File: src/rtl/arm_lsm_pkg.sv
// rtl/arm_lsm_pkg.sv - shared types, constants and helpers for the LDM/STM sequencer
package arm_lsm_pkg;

   typedef enum logic [1:0] {
      IDLE   = 2'd0,
      SETUP  = 2'd1,
      XFER   = 2'd2,
      FINISH = 2'd3
   } lsm_state_t;

   localparam logic [3:0] REG_PC     = 4'd15;
   localparam int         WORD_BYTES = 4;

   function automatic logic [4:0] popcount16(input logic [15:0] v);
      logic [4:0] cnt;
      cnt = 5'd0;
      for (int i = 0; i < 16; i++) begin
         cnt = cnt + {4'd0, v[i]};
      end
      return cnt;
   endfunction

endpackage

File: src/rtl/lsm_priority_encoder.sv
// rtl/lsm_priority_encoder.sv - index of the lowest set bit of a 16-bit register mask
module lsm_priority_encoder (
   input  logic [15:0] mask,
   output logic [3:0]  index,
   output logic        valid
);

   // Scan from the top down so the lowest set bit is the last one to win.
   always_comb begin
      index = 4'd0;
      for (int i = 15; i >= 0; i--) begin
         if (mask[i]) begin
            index = 4'(i);
         end
      end
   end

   assign valid = |mask;

endmodule

File: src/rtl/ldm_stm_sequencer.sv
// rtl/ldm_stm_sequencer.sv - LDM/STM block-transfer sequencer driving the register file and data memory
// Optional feature macro: LSM_PC_LOAD_EN (pc_load pulse on an LDM that loads R15).
module ldm_stm_sequencer
   import arm_lsm_pkg::*;
#(
   parameter int ADDR_W = 32,
   parameter int DATA_W = 32
) (
   input  logic              clock,
   input  logic              reset,
   input  logic              start,
   input  logic              is_load,
   input  logic              up,
   input  logic              pre,
   input  logic              writeback,
   input  logic [3:0]        base_reg,
   input  logic [ADDR_W-1:0] base_addr,
   input  logic [15:0]       reg_list,
   output logic [3:0]        reg_num,
   input  logic [DATA_W-1:0] reg_read_data,
   output logic              regwrite,
   output logic [DATA_W-1:0] write_data,
   output logic              mem_req,
   output logic              mem_we,
   output logic [ADDR_W-1:0] mem_addr,
   output logic [DATA_W-1:0] mem_wdata,
   input  logic [DATA_W-1:0] mem_rdata,
   input  logic              mem_ready,
   output logic              busy,
   output logic              done,
   output logic              pc_load
);

   lsm_state_t        state_q, state_d;
   logic              is_load_q, up_q, pre_q, wb_q;
   logic [3:0]        base_reg_q;
   logic [ADDR_W-1:0] base_q;
   logic [15:0]       list_q;
   logic [15:0]       mask_q;
   logic [4:0]        n_q;
   logic [ADDR_W-1:0] addr_q;

   logic [3:0]        cur_idx;
   logic              cur_valid;
   logic [4:0]        n_setup;
   logic [ADDR_W-1:0] span_setup;
   logic [ADDR_W-1:0] span_q;
   logic [ADDR_W-1:0] start_addr;
   logic [ADDR_W-1:0] wb_value;
   logic              wb_en;
   logic [15:0]       mask_next;
   logic              handshake;

   lsm_priority_encoder u_prio (
      .mask  (mask_q),
      .index (cur_idx),
      .valid (cur_valid)
   );

   assign n_setup    = popcount16(list_q);
   assign span_setup = ADDR_W'(n_setup) * ADDR_W'(WORD_BYTES);
   assign span_q     = ADDR_W'(n_q) * ADDR_W'(WORD_BYTES);

   // Lowest register always lands at the lowest address, so descending modes start below base.
   always_comb begin
      case ({up_q, pre_q})
         2'b10:   start_addr = base_q;
         2'b11:   start_addr = base_q + ADDR_W'(WORD_BYTES);
         2'b00:   start_addr = base_q - span_setup + ADDR_W'(WORD_BYTES);
         default: start_addr = base_q - span_setup;
      endcase
   end

   assign wb_value  = up_q ? (base_q + span_q) : (base_q - span_q);
   // A loaded base register keeps the loaded value instead of the writeback.
   assign wb_en     = wb_q && (n_q != 5'd0) && !(is_load_q && list_q[base_reg_q]);
   assign mask_next = mask_q & (mask_q - 16'd1);
   assign handshake = (state_q == XFER) && cur_valid && mem_ready;

   always_ff @(posedge clock or posedge reset) begin
      if (reset) begin
         state_q    <= IDLE;
         is_load_q  <= 1'b0;
         up_q       <= 1'b0;
         pre_q      <= 1'b0;
         wb_q       <= 1'b0;
         base_reg_q <= 4'd0;
         base_q     <= '0;
         list_q     <= 16'd0;
         mask_q     <= 16'd0;
         n_q        <= 5'd0;
         addr_q     <= '0;
      end else begin
         state_q <= state_d;
         case (state_q)
            IDLE: begin
               if (start) begin
                  is_load_q  <= is_load;
                  up_q       <= up;
                  pre_q      <= pre;
                  wb_q       <= writeback;
                  base_reg_q <= base_reg;
                  base_q     <= base_addr;
                  list_q     <= reg_list;
               end
            end
            SETUP: begin
               n_q    <= n_setup;
               addr_q <= start_addr;
               mask_q <= list_q;
            end
            XFER: begin
               if (handshake) begin
                  mask_q <= mask_next;
                  addr_q <= addr_q + ADDR_W'(WORD_BYTES);
               end
            end
            default: begin
               mask_q <= 16'd0;
            end
         endcase
      end
   end

   always_comb begin
      state_d    = state_q;
      reg_num    = 4'd0;
      regwrite   = 1'b0;
      write_data = '0;
      mem_req    = 1'b0;
      mem_we     = 1'b0;
      mem_addr   = '0;
      mem_wdata  = '0;
      done       = 1'b0;
      case (state_q)
         IDLE: begin
            if (start) begin
               state_d = SETUP;
            end
         end
         SETUP: begin
            state_d = (n_setup == 5'd0) ? FINISH : XFER;
         end
         XFER: begin
            if (cur_valid) begin
               mem_req  = 1'b1;
               mem_addr = addr_q;
               reg_num  = cur_idx;
               if (is_load_q) begin
                  regwrite   = mem_ready;
                  write_data = mem_rdata;
               end else begin
                  mem_we    = 1'b1;
                  mem_wdata = reg_read_data;
               end
            end
            if (handshake && (mask_next == 16'd0)) begin
               state_d = FINISH;
            end
         end
         default: begin
            done    = 1'b1;
            state_d = IDLE;
            if (wb_en) begin
               reg_num    = base_reg_q;
               regwrite   = 1'b1;
               write_data = DATA_W'(wb_value);
            end
         end
      endcase
   end

   assign busy = (state_q != IDLE);

`ifdef LSM_PC_LOAD_EN
   assign pc_load = (state_q == FINISH) && is_load_q && list_q[REG_PC];
`else
   assign pc_load = 1'b0;
`endif

endmodule

File: config.mk
export PLATFORM = sky130hd
export DESIGN_NAME = ldm_stm_sequencer
export DESIGN_NICKNAME = d
export VERILOG_FILES = /design/src/rtl/arm_lsm_pkg.sv /design/src/rtl/lsm_priority_encoder.sv /design/src/rtl/ldm_stm_sequencer.sv
export SDC_FILE = /design/constraint.sdc
export NUM_CORES = 1
export LEC_CHECK = 0
export CORE_AREA = 2 2 142 178
export CTS_BUF_LIST = sky130_fd_sc_hd__clkbuf_4 sky130_fd_sc_hd__clkbuf_8
export DETAILED_ROUTE_END_ITERATION = 10
export DIE_AREA = 0 0 144 180
export PLACE_DENSITY = 0.77
export SYNTH_ARGS = -nofsm -noshare
export SYNTH_HDL_FRONTEND = slang
export SYNTH_SLANG_ARGS = --single-unit
File: constraint.sdc
create_clock -name clock -period 8.9 [get_ports clock]
set_input_delay 1.335 -clock clock [delete_from_list [all_inputs] [get_ports clock]]
set_output_delay 1.335 -clock clock [all_outputs]
set_load 0.01 [all_outputs]
-- Word-level counts from Yosys, hierarchy flattened
Index checks and enable logic that the tools add are counted.
- register bits: 111
- logic and storage cells: 114
- input port bits: 124
- output and inout port bits: 106
- mux-type cells: 50
- reduce and logical (&&, ||, !) cells: 21
- bitwise logic cells: 2
- order comparisons: 1
- $add $sub $neg: 22
- equality and inequality tests: 7
- operator list (cell ; number):
    $mux 32 ; 10
    $pmux 32 s2 ; 2
    $add 32x3->32 const B ; 3
    $pmux 32 s3 ; 1
    $mux 4 ; 18
    $sub 32x7->32 ; 2
    $add 5x1->5 ; 11
    $pmux 16 s3 ; 1
    $add 32x7->32 ; 1
    $and 16x16->16 ; 1
    $logic_not 16->1 ; 1
    $mux 16 ; 1
    $reduce_or 16->1 ; 1
    $sub 16x1->16 const B ; 1
    $mux 1 ; 11
    $pmux 4 s2 ; 1
    $reduce_and 2->1 ; 4
    $eq 2x2->1 const B ; 3
    $logic_and 1x1->1 ; 6
    $pmux 2 s3 ; 1
    $add 4x1->5 ; 1
    $logic_not 5->1 ; 1
    $lt 4x5->1 const B ; 1
    $reduce_bool 5->1 ; 1
    15 further kinds ; 19

-- Longest topological paths before layout
- word-level depth: 19
- gate-level depth with buffers: 27
- mapped depth without buffers: 24

-- Hierarchy
Synthesis repeated with hierarchy kept, for this count alone.
- cell total of the unflattened synthesis: 1372
- area, all modules: 11008.1 µm²
- by module, submodules not included (module ; cells an instance ; instances ; sequential area each (µm²) ; area each (µm²)):
    ldm_stm_sequencer ; 1338 ; 1 ; 2777.7 ; 10831.6
    lsm_priority_encoder ; 34 ; 1 ; 0.0 ; 176.4

-- Worst setup path before layout
No wires, ideal clock.
- path kind: register -> register
- start: register list_q[11]
- end: register addr_q[26]
- data arrival time: 6.179 ns
- path slack: 2.622 ns
- required time: 8.801 ns
- setup time: 0.099 ns
- cell stages (with the launch flop): 25
- path buffers: 0
- period minus slack after synthesis: 6.278 ns
- path through: dfrtp_1 fa_1 inv_1 fa_1 inv_1 fa_1 inv_1 fa_1 inv_1 ha_1 inv_1 fa_1 xnor2_1 inv_1 ha_1 a211oi_2 nor2_1 or3_1 xor2_1 nor4_1 nand4_2 nor4_2 xnor2_1 a21oi_1 a311oi_1
- cells in the longest elaborated chain, start to end: 9
- RTL lines (element ; line ; text):
    start: declaration ; ldm_stm_sequencer.sv:38 ; logic [15:0] list_q;
    start signal: assignment ; ldm_stm_sequencer.sv:104 ; list_q <= reg_list;
    $add 5x1->5 (*) (5 in series) ; arm_lsm_pkg.sv:18 ; cnt = cnt + {4'd0, v[i]};
    $sub 32x7->32 (*) ; ldm_stm_sequencer.sv:69, ldm_stm_sequencer.sv:70 ;
    $add 32x3->32 ; ldm_stm_sequencer.sv:69 ; 2'b00: start_addr = base_q - span_setup + ADDR_W'(WORD_BYTES);
    $pmux 32 s3 (*) ; ldm_stm_sequencer.sv:66 ; case ({up_q, pre_q})
    $pmux 32 s2 (*) ; ldm_stm_sequencer.sv:95 ; case (state_q)
    end signal: assignment ; ldm_stm_sequencer.sv:109 ; addr_q <= start_addr;
    end signal: assignment ; ldm_stm_sequencer.sv:115 ; addr_q <= addr_q + ADDR_W'(WORD_BYTES);
    end: declaration ; ldm_stm_sequencer.sv:41 ; logic [ADDR_W-1:0] addr_q;
Mark *: on every way between the ends. The rest lies on a longest branch, timed or not.
A chain may end at the register's enable or synchronous reset.

-- Worst setup path in the final report
- start: register list_q[5]
- end: register addr_q[21]
- cells in the longest elaborated chain, start to end: 15
- RTL lines (element ; line):
    $add 5x1->5 (*) (11 in series) ; arm_lsm_pkg.sv:18
    $sub 32x7->32 (*) ; ldm_stm_sequencer.sv:69, ldm_stm_sequencer.sv:70
    $add 32x3->32 ; ldm_stm_sequencer.sv:69
    $pmux 32 s3 (*) ; ldm_stm_sequencer.sv:66
    $pmux 32 s2 (*) ; ldm_stm_sequencer.sv:95
Marks and branches as above.

==> results.md <==
- The fmax is 140 MHz.
- The global-route total usage across every layer is 27.3%.
- The post-layout instance count excluding filler cells is 1836.
- The congestion estimate from routability-driven global placement came to 0.963.
- The first-pass detailed-route iteration total is 5.
- Setup slack closes at 1.73 ns.
- After clock tree synthesis, the flow added hold-fix buffers numbering 0.
- Dividing the detail-routed wire length by the instance count gives 19.4 microns.
- Yosys printed 0 warnings.
- The aggregate negative setup slack is 0 ns.
- The fraction of post-synthesis cell area in the top cell type by area is 25.8%.
- The count of H-tree levels built during CTS is 3.
- Dividing the detail-routed via count by the number of cells gives 5.93.
- The worst relative slew slack is 35.5%.
- By area the synthesized netlist is led by sky130_fd_sc_hd__dfrtp_1 26%, sky130_fd_sc_hd__mux2_2 6.4%, sky130_fd_sc_hd__ha_1 5.9%, sky130_fd_sc_hd__nand2_1 4.9%, sky130_fd_sc_hd__o21ai_0 4.8%.
- The CTS clock-pin slew for the worst setup and hold paths is 0.12 ns.
- For this run, design rule violations remaining after detail routing come to 0.
- The total length of routed wires is 35600 microns.
- For the worst setup path, the data arrival time is 7.45 ns.
- The die outline area is 25900 sq um.
- The async set-or-reset flop fraction in the synthesized netlist is 100%.
- The width of the die is 144 microns.
- The detailed placement HPWL is 27500 microns.
- The iteration-0 DRC count of the detailed router is 801.
- In the final layout, the share of cells above drive strength 1 is 9.04%.
- The setup clock skew after layout is 0.0254 ns.
- The number of hold violations in the final report is 0.
- Relative to the synthesized area, the layout overhead comes to 25.2%.
- The post-cts sizing count is 0.
- The initialized floorplan defines 64 standard-cell rows.
- The net count after synthesis is 1509.
- Broken down by cell family, the worst path's largest delay share belongs to adder cells.
- In this run, CTS created clock tree buffers numbering 9.
- The effective utilization at floorplan is 44.3%.
- Data on the critical path is required at its endpoint by 9.18 ns.
- The clock reaches the later pin of the worst-skew pair after 0.41 ns.
- The global-route met1 utilization is 31.7%.
- Among all cell types in the netlist, the one instantiated most often is sky130_fd_sc_hd__nand2_1.
- The number of global-route vias before repair is 10665.
- The number of antenna violations at the first check in global routing was 2.
- The shortest clock period the worst path allows after layout is 7.17 ns.
- The detailed router placed 10885 vias in this run.
- In this run the vertical extent of the chip is 180 microns.
- The total I/O pin count is 230.
- The total of fill cells in the finished design is 2191.
- The global-route layer with the greatest usage is met2.
- The post-synthesis sequential area ratio is 25.8%.
- Summing all flip-flop and latch instances after layout gives 2780 sq um.
- The number of flip-flops and latches in the synthesized netlist is 111.
- The wire length of the first global-routing pass is 55900 microns.
- The worst-path maximum fanout is 9.
- The tree built by TritonCTS fans out to 111 sinks.
- After synthesis, the mean cell area works out to 8.14 sq um.
- Walking the worst path, the cells encountered are inv_1 > fa_1 > inv_1 > fa_1 > fa_1 > inv_1 > fa_1 > inv_1 > ha_1 > inv_1 > fa_1 > nor2b_1 > o21ai_0 > ha_1 > nand2b_1 > nor4_1 > nand2_2 > or4_4 > a311oi_1 > nor2b_1 > a2111oi_0 > nor4bb_1 > a31o_2 > a21oi_1.
- The number of buffers inserted by port buffering is 228.
- After global routing the overflow that remains totals 0.
- The class of the worst hold path is reg -> reg.
- Yosys mapped a number of flops with a built-in enable equal to 0.
- The placeable core region is 24300 sq um.
- The number of max-slew violations in the final report is 0.
- The synthesized netlist occupies a cell area of 10800 sq um.
- The flow ran to the end, and the final reports show no timing, DRC or antenna violations.
- The post-CTS setup repair buffer count is 0.
- The count of nets left with antenna violations once routing finished came out at 0.
- Prior to clock tree synthesis, the placed netlist has a worst setup slack of 1.75 ns.
- The number of different library cells in the post-synthesis netlist is 93.
- The critical path startpoint category is a flop.
- STA classifies the critical path endpoint as a flop.
- Counting instances in the post-synthesis netlist gives the leading cell types as 141 x sky130_fd_sc_hd__nand2_1, 111 x sky130_fd_sc_hd__dfrtp_1, 104 x sky130_fd_sc_hd__o21ai_0, 85 x sky130_fd_sc_hd__a21oi_1, 73 x sky130_fd_sc_hd__nor2_1.
- The maximum root-to-sink buffer count is 2.
- The count of endpoints failing setup in the final report is 0.
- In this design, the stage delay of the slowest critical-path cell is 0.61 ns.
- Among all flip-flop cells after synthesis, the most frequent one is sky130_fd_sc_hd__dfrtp_1.
- The final critical-path share of the clock period is 80.5%.
- The cell count after synthesis came out at 1322.
- TritonCTS built the clock tree.
- The maximum number of pins on one net before global-route repair is 65.
- The cell taking the most area after synthesis is sky130_fd_sc_hd__dfrtp_1.
- The type of the worst setup path is reg -> reg.
- Across the run, the number of max-cap violations was 0.
- The largest individual stage delay along the critical path comes from the cell sky130_fd_sc_hd__nor2b_1.
- The tree is rooted in a sky130_fd_sc_hd__clkbuf_8.
- The met2 global-route usage is 47.7%.
- At the pin with the least slew margin, the transition time is 0.967 ns.
- The final net count is 1686.
- Setup repair after global routing left no endpoint under its margin.
- The critical path contains buffers and inverters numbering 5 combined.
- Summing all multi-input logic gate instances after layout gives 7450 sq um.
- The met3 demand-to-capacity share in global routing is 3.65%.
- The total instance count after detailed placement is 1818.
==> metal layers <==
| layer | vias up | wire [microns] |
|---|---|---|
| met4 | 0 | 2180 |
| met2 | 400 | 18000 |
| met5 | - | 0 |
| met3 | 108 | 1720 |
| met1 | 5231 | 13700 |
| li1 | 5146 | - |
==> worst reg2reg max path: stages, from the launching register on <==
cell	delay, ns
sky130_fd_sc_hd__dfrtp_1	0.41
sky130_fd_sc_hd__inv_1	0.08
sky130_fd_sc_hd__fa_1	0.53
sky130_fd_sc_hd__inv_1	0.05
sky130_fd_sc_hd__fa_1	0.46
sky130_fd_sc_hd__fa_1	0.52
sky130_fd_sc_hd__inv_1	0.05
sky130_fd_sc_hd__fa_1	0.42
sky130_fd_sc_hd__inv_1	0.06
sky130_fd_sc_hd__ha_1	0.16
sky130_fd_sc_hd__inv_1	0.06
sky130_fd_sc_hd__fa_1	0.40
sky130_fd_sc_hd__nor2b_1	0.12
sky130_fd_sc_hd__o21ai_0	0.17
sky130_fd_sc_hd__ha_1	0.32
sky130_fd_sc_hd__nand2b_1	0.21
sky130_fd_sc_hd__nor4_1	0.41
sky130_fd_sc_hd__nand2_2	0.23
sky130_fd_sc_hd__or4_4	0.47
sky130_fd_sc_hd__a311oi_1	0.53
sky130_fd_sc_hd__nor2b_1	0.61
sky130_fd_sc_hd__a2111oi_0	0.22
sky130_fd_sc_hd__nor4bb_1	0.35
sky130_fd_sc_hd__a31o_2	0.15
sky130_fd_sc_hd__a21oi_1	0.06
==> sequential cells by signal, indices dropped and copies added (netlist names) <==
| signal | flops |
|---|---|
| state_q | 2 |
| wb_q | 1 |
| pre_q | 1 |
| list_q | 16 |
| addr_q | 32 |
| base_reg_q | 4 |
| n_q | 5 |
| is_load_q | 1 |
| mask_q | 16 |
| base_q | 32 |
| up_q | 1 |
==> layout by cell type, fill, tap and decap left out, types with 8 or more instances in the layout <==
cell type                           n
sky130_fd_sc_hd__a211oi_1          10
sky130_fd_sc_hd__a21o_1            18
sky130_fd_sc_hd__a21oi_1           85
sky130_fd_sc_hd__a22o_1             9
sky130_fd_sc_hd__a31oi_1           21
sky130_fd_sc_hd__a32o_1             9
sky130_fd_sc_hd__and2_1            72
sky130_fd_sc_hd__and3_1             9
sky130_fd_sc_hd__buf_4             13
sky130_fd_sc_hd__clkbuf_8           9
sky130_fd_sc_hd__clkdlybuf4s50_1  228
sky130_fd_sc_hd__dfrtp_1          111
sky130_fd_sc_hd__fa_1              12
sky130_fd_sc_hd__ha_1              50
sky130_fd_sc_hd__inv_1             60
sky130_fd_sc_hd__mux2_2            61
sky130_fd_sc_hd__mux2i_1            9
sky130_fd_sc_hd__nand2_1          140
sky130_fd_sc_hd__nand2b_1          14
sky130_fd_sc_hd__nand3_1           41
sky130_fd_sc_hd__nand4_1           11
sky130_fd_sc_hd__nor2_1            72
sky130_fd_sc_hd__nor2b_1           16
sky130_fd_sc_hd__nor3_1            37
sky130_fd_sc_hd__nor4_1            17
sky130_fd_sc_hd__o21a_1             8
sky130_fd_sc_hd__o21ai_0          104
sky130_fd_sc_hd__o22ai_1           10
sky130_fd_sc_hd__o31ai_1           10
sky130_fd_sc_hd__xnor2_1           40
sky130_fd_sc_hd__xor2_1            33
==> metrics by stage <==
stage	hold slack [ns]	cell area, sq um	utilization, %
6_report	0.519	13500	55.5
5_1_grt	0.540	13500	55.5
4_1_cts	0.524	13500	55.5
3_5_place_dp	0.496	13300	54.6
3_3_place_gp	0.492	13300	54.6
2_1_floorplan	0.466	10800	-
==> path summary, 6_finish.rpt <==
kind,start,endpoint,slack [ns],depth (start not counted)
worst min-delay path,wb_q,wb_q,0.52,1
worst max-delay path,list_q[5],addr_q[21],1.73,24
worst min register to register,wb_q,wb_q,0.52,1
max in group asynchronous,reset,addr_q[3],6.25,3
worst max register to register,list_q[5],addr_q[21],1.73,24
min in group asynchronous,reset,list_q[3],1.35,2
==> cell type report <==
cell class | instances | area share, %
well taps | 330 | 3.07
inverters | 61 | 1.72
multi-input cells | 1075 | 55.3
clock inverters | 7 | 0.641
repair buffers | 241 | 17.7
flip-flops and latches | 111 | 20.6
diodes | 2 | 0.0372
clock buffers | 9 | 0.920
==> cells by family after synthesis <==
family,count (synthesis),share of synthesized area (%)
AO/OA/AOI/OAI,371,22.3
XOR/XNOR,74,6.10
buffers and inverters,136,5.03
other,1,0.0349
multiplexers,76,8.41
AND/OR/NAND/NOR,487,23.9
adder cells (fa/ha/maj),66,8.45
flip-flops,111,25.8
Power is not shown: default switching activity piles up to over one toggle a cycle in this logic, so the estimate is an artifact.
